===== src/rtl/avalon_pio_pkg.sv =====
// Shared register addresses and configuration enumerations for the PIO peripheral.
package avalon_pio_pkg;

    localparam logic [2:0] ADDR_DATA    = 3'd0;
    localparam logic [2:0] ADDR_DIR     = 3'd1;
    localparam logic [2:0] ADDR_IRQMASK = 3'd2;
    localparam logic [2:0] ADDR_EDGE    = 3'd3;
    localparam logic [2:0] ADDR_OUTSET  = 3'd4;
    localparam logic [2:0] ADDR_OUTCLR  = 3'd5;

    typedef enum logic [1:0] {
        PIO_OUT   = 2'd0,
        PIO_IN    = 2'd1,
        PIO_BIDIR = 2'd2
    } pio_mode_e;

    typedef enum logic [1:0] {
        EDGE_NONE = 2'd0,
        EDGE_RISE = 2'd1,
        EDGE_FALL = 2'd2,
        EDGE_ANY  = 2'd3
    } edge_type_e;

    typedef enum logic [1:0] {
        IRQ_NONE  = 2'd0,
        IRQ_LEVEL = 2'd1,
        IRQ_EDGE  = 2'd2
    } irq_type_e;

endpackage


===== src/rtl/avalon_pio_gen2_edge_detect.sv =====
// Input synchroniser chain plus a one-cycle-delayed copy for rise/fall detection.
module pio_edge_detect #(
    parameter int WIDTH       = 7,
    parameter int SYNC_STAGES = 2
) (
    input  logic             clk,
    input  logic             reset_n,
    input  logic [WIDTH-1:0] in_port,
    output logic [WIDTH-1:0] sync_in,
    output logic [WIDTH-1:0] rise,
    output logic [WIDTH-1:0] fall
);

    logic [WIDTH-1:0] sync_q [SYNC_STAGES];
    logic [WIDTH-1:0] prev;

    always_ff @(posedge clk or negedge reset_n) begin
        if (!reset_n) begin
            for (int k = 0; k < SYNC_STAGES; k++) sync_q[k] <= '0;
            prev <= '0;
        end else begin
            sync_q[0] <= in_port;
            for (int k = 1; k < SYNC_STAGES; k++) sync_q[k] <= sync_q[k-1];
            prev <= sync_q[SYNC_STAGES-1];
        end
    end

    assign sync_in = sync_q[SYNC_STAGES-1];
    assign rise    = sync_in & ~prev;
    assign fall    = ~sync_in & prev;

endmodule


===== src/rtl/avalon_pio_gen2.sv =====
// Parametrised Avalon-MM PIO: output/input/bidirectional port with edge capture and interrupt.
module avalon_pio_gen2
    import avalon_pio_pkg::*;
#(
    parameter int          WIDTH       = 7,
    parameter logic [31:0] RESET_VALUE = 32'h0,
    parameter int          MODE        = 0,
    parameter int          EDGE_TYPE   = 0,
    parameter int          IRQ_TYPE    = 0,
    parameter int          SYNC_STAGES = 2
) (
    input  logic             clk,
    input  logic             reset_n,
    input  logic [2:0]       address,
    input  logic             chipselect,
    input  logic             write_n,
    input  logic [31:0]      writedata,
    output logic [31:0]      readdata,
    input  logic [WIDTH-1:0] in_port,
    output logic [WIDTH-1:0] out_port,
    output logic [WIDTH-1:0] oe,
    output logic             irq
);

    localparam pio_mode_e  MODE_E = pio_mode_e'(MODE[1:0]);
    localparam edge_type_e EDGE_E = edge_type_e'(EDGE_TYPE[1:0]);
    localparam irq_type_e  IRQ_E  = irq_type_e'(IRQ_TYPE[1:0]);
    localparam logic [WIDTH-1:0] DIR_RESET = (MODE_E == PIO_OUT) ? '1 : '0;

    // Slave handshake: zero wait states. A write is accepted on any clock edge
    // where chipselect=1 and write_n=0; readdata is valid combinationally
    // from address in the same cycle, no waitrequest.
    logic             wr;
    logic [WIDTH-1:0] wd;
    logic             unused_wd;

    assign wr        = chipselect & ~write_n;
    assign wd        = writedata[WIDTH-1:0];
    assign unused_wd = ^writedata;

    logic [WIDTH-1:0] data_out, direction, irqmask, edgecapture;
    logic [WIDTH-1:0] sync_in, rise, fall;
    logic [WIDTH-1:0] edge_sel, cap_en, ec_clr, rd_val;
    logic             irq_src;

    pio_edge_detect #(
        .WIDTH       (WIDTH),
        .SYNC_STAGES (SYNC_STAGES)
    ) u_edge (
        .clk     (clk),
        .reset_n (reset_n),
        .in_port (in_port),
        .sync_in (sync_in),
        .rise    (rise),
        .fall    (fall)
    );

    always_comb begin
        edge_sel = '0;
        case (EDGE_E)
            EDGE_RISE: edge_sel = rise;
            EDGE_FALL: edge_sel = fall;
            EDGE_ANY:  edge_sel = rise | fall;
            default:   edge_sel = '0;
        endcase
    end

    // Pins driven as outputs in bidirectional mode must not capture their own toggles.
    assign cap_en = (MODE_E == PIO_BIDIR) ? ~direction : '1;
    assign ec_clr = (wr && address == ADDR_EDGE) ? wd : '0;

    always_comb begin
        irq_src = 1'b0;
        case (IRQ_E)
            IRQ_LEVEL: irq_src = |(sync_in & irqmask);
            IRQ_EDGE:  irq_src = |(edgecapture & irqmask);
            default:   irq_src = 1'b0;
        endcase
    end

    always_ff @(posedge clk or negedge reset_n) begin
        if (!reset_n) begin
            data_out    <= RESET_VALUE[WIDTH-1:0];
            direction   <= DIR_RESET;
            irqmask     <= '0;
            edgecapture <= '0;
            irq         <= 1'b0;
        end else begin
            if (wr && MODE_E != PIO_IN) begin
                case (address)
                    ADDR_DATA:   data_out <= wd;
                    ADDR_OUTSET: data_out <= data_out | wd;
                    ADDR_OUTCLR: data_out <= data_out & ~wd;
                    default:     data_out <= data_out;
                endcase
            end
            if (wr && address == ADDR_DIR && MODE_E == PIO_BIDIR) direction <= wd;
            if (wr && address == ADDR_IRQMASK && IRQ_E != IRQ_NONE) irqmask <= wd;
            // A new edge in the same cycle as its clear keeps the bit set.
            if (EDGE_E != EDGE_NONE)
                edgecapture <= (edgecapture & ~ec_clr) | (edge_sel & cap_en);
            irq <= irq_src;
        end
    end

    always_comb begin
        rd_val = '0;
        case (address)
            ADDR_DATA: begin
                case (MODE_E)
                    PIO_IN:    rd_val = sync_in;
                    PIO_BIDIR: rd_val = (direction & data_out) | (~direction & sync_in);
                    default:   rd_val = data_out;
                endcase
            end
            ADDR_DIR:     rd_val = direction;
            ADDR_IRQMASK: rd_val = irqmask;
            ADDR_EDGE:    rd_val = edgecapture;
            default:      rd_val = '0;
        endcase
    end

    assign readdata = 32'(rd_val);
    assign out_port = data_out;
    assign oe       = direction;

endmodule


===== config.mk =====
export PLATFORM = sky130hd
export DESIGN_NAME = avalon_pio_gen2
export DESIGN_NICKNAME = d
export VERILOG_FILES = /design/src/rtl/avalon_pio_pkg.sv /design/src/rtl/avalon_pio_gen2_edge_detect.sv /design/src/rtl/avalon_pio_gen2.sv
export SDC_FILE = /design/constraint.sdc
export NUM_CORES = 1
export LEC_CHECK = 0
export CAP_MARGIN = 20
export CORE_UTILIZATION = 27
export DETAILED_ROUTE_END_ITERATION = 12
export PLACE_DENSITY_LB_ADDON = 0.3
export RECOVER_POWER = 50
export SETUP_SLACK_MARGIN = 0.2
export SYNTH_ARGS = -nofsm -noshare
export SYNTH_HDL_FRONTEND = slang
export SYNTH_SLANG_ARGS = --single-unit

===== constraint.sdc =====
create_clock -name clk -period 1.4 [get_ports clk]
set_input_delay 0.28 -clock clk [delete_from_list [all_inputs] [get_ports clk]]
set_output_delay 0.28 -clock clk [all_outputs]
set_load 0.005 [all_outputs]

==> metrics.md <==
| Metric | Value |
|---|---|
| Most frequent cells in the layout | `conb_1, buf_6, clkdlybuf4s50_1` |
| CTS Hold Bufs | `0` |
| Area occupied by multi-input gates | `between 300 and 400 µm²` |
| WL per Instance | `10.2 µm` |
| Clock Sinks | `7` |
| Crit path required time | `1120 ps` |
| Io pins | `93` |
| Die H | `between 50 and 60 µm` |
| H-tree Lvls | `1` |
| Crit Path Max Fanout | `2` |
| Crit path DAT | `1060 ps` |
| GPL Wtd Cong | `between 0.7 and 0.8` |
| Worst skew pair latency | `about 250 ps` |
| Post-synth EDFFs | `0` |
| DR WL met3 | `151 µm` |
| CTS max path bufs | `2` |
| Post-Route Utilization | `0.426` |
| Grt ovf | `0` |
| Most common cell after layout, fill and taps aside | `conb_1` |
| Initial Util | `0.284` |
| Max_cap viols | `0` |
| Syn Area/Cell | `approximately 9.0 µm²` |
| Setup crit end kind | `output port` |
| Vias per cell | `4.04` |
| Yosys cell types | `18` |
| Die W | `roughly 53 µm` |
| Max-slew violations | `0` |
| Row count | `18` |
| Unrepaired setup endpoints after global routing | `yes` |
| Die ar. | `around 2800 µm²` |
| Status | `completed` |
| Sequential Area | `around 180 µm²` |
| P_leak | `between 0.5 and 0.6 nW` |
| PortBufs | `27` |
| Reg clk slew, reported paths | `50 ps` |
| Max_slew headroom | `0.661` |
| Vias | `roughly 600` |
| Switching part of the total | `0.296` |
| ANT nets after route | `0` |
| Cells after DPL | `138` |
| Vias in the first global route | `~570` |
| Drt total wl | `1560 µm` |
| Asr flop ratio synth | `1.00` |
| First-pass GRT wire length | `about 2400 µm` |
| PD cells | `824 nW/µm²` |
| Tmin final | `1340 ps` |
| Hold_ws | `approximately 370 ps` |
| Root Driver | `clkbuf_4` |
| Period Utilization, post-route | `0.959` |
| Tot Pwr | `861 µW` |
| Met2 wire length | `around 810 µm` |
| Worst VDD drop | `~0.00047 V` |
| Initial DRC count | `4` |
| Clock power share | `0.215` |
| DRT met1 WL | `roughly 600 µm` |
| Initial antenna violation count | `0` |
| Cts bufs inserted | `3` |
| Total track usage | `0.120` |
| Fin Clk Skew | `0 ps` |
| Layout cells sized above 1 | `0.309` |
| Achievable frequency | `745 MHz` |
| Comb power frac | `0.453` |
| HPWL Detailed | `~1100 µm` |
| Final nets | `170` |
| CTS tree | `built` |
| Area grow syn2layout | `49.6%` |
| Cell internal pwr | `606 µW` |
| Synth Flop Type | `dfrtp_1` |
| Ys Warns | `21` |
| Highest Signal Layer | `met3` |
| # setup viols final | `0` |
| FILL cells | `252` |
| Pin count of the biggest net entering global routing | `8` |
| Drt pass-1 iters | `4` |
| Max FFs per register | `7` |
| Sequential share of the synthesized area | `0.251` |
| Residual DRC | `0` |
| Final non-filler cell total | `between 150 and 200` |
| Sequential share of power | `0.333` |
| Synth Instances | `78` |
| Worst hold path type | `input port to asynchronous set/reset pin` |
| Antenna cells | `0` |
| CP startpoint kind | `input port` |
| Synth Register Bits | `7` |
| Worst setup path class | `input port to output port` |
| Slew @ Worst Pin | `~510 ps` |
| Core Box Area | `roughly 2500 µm²` |
| Switching power | `between 200 and 300 µW` |
| Final Hold Fails | `0` |
| Synth Cell Area | `698 µm²` |
layout make-up:
| class | count | area share |
|---|---|---|
| Clock buffer | 4 | 0.0251 |
| Timing Repair Buffer | 44 | 0.396 |
| Inverter | 1 | 0.00359 |
| Sequential cell | 7 | 0.168 |
| Tap cell | 30 | 0.0359 |
| Multi-Input combinational cell | 67 | 0.371 |
critical path: stages:
cell	delay [ps]
buf_6	90
nor3_2	160
buf_4	140
buf_6	90
buf_6	90
and2_4	130
buf_6	80
power groups by stage:
stage	combinational, mW	sequential [mW]	clock [mW]
after floorplan	0.178	0.290	0
after global placement	0.301	0.289	0
after detailed placement	0.305	0.294	0
after CTS	0.338	0.280	0.193
after global routing	0.429	0.294	0.203
final	0.390	0.286	0.185
cell usage after synthesis, drive strengths merged (2+ instances only):
cell type	number	area [µm²]
buf	35	264
and2	8	50.1
dfrtp	7	175
a21oi	6	33.8
a31oi	6	37.5
mux2i	6	60.1
nand3b	2	15.0
cells by family after synthesis:
kind of cell    count (synthesis)  share of synthesized area
flops                           7                      0.251
simple gates                   15                      0.154
mux                             6                     0.0860
other cells                     1                    0.00537
buf+inv                        36                      0.384
compound gates                 13                      0.120
final timing paths:
check / from / to / slack, ps / cells after the start
max: address[0] / readdata[2] / 60 / 7
max reg2reg: out_port[1] / out_port[1] / 450 / 4
min: reset_n / out_port[2] / 370 / 1
min reg2reg: out_port[3] / out_port[3] / 550 / 2
min in group clk: out_port[3] / out_port[3] / 550 / 2
max in group asynchronous: reset_n / out_port[4] / 780 / 1
stage by stage:
| step | instance area [µm²] | setup WS [ps] | setup TNS [ps] |
|---|---|---|---|
| 2_1_floorplan | 818 | 325 | 0 |
| 3_3_place_gp | 907 | -554 | -5490 |
| 3_5_place_dp | 907 | -568 | -6000 |
| 4_1_cts | 985 | 72.2 | 0 |
| 5_1_grt | 1040 | 15.4 | 0 |
| 6_report | 1040 | 57.9 | 0 |
layer usage:
metal / up-vias / GRT usage
met5: - / 0
met1: 296 / 0.128
met2: 36 / 0.217
li1: 286 / -
met3: 0 / 0.0316
met4: 0 / 0.0526
timing repair:
action / CTS / global route
buffers inserted: 9 / 2
endpoints found under the setup margin: 21 / 13
pin swaps: 4 / 2
resized for setup: 58 / 16
Power figures use the tool's default switching activity.
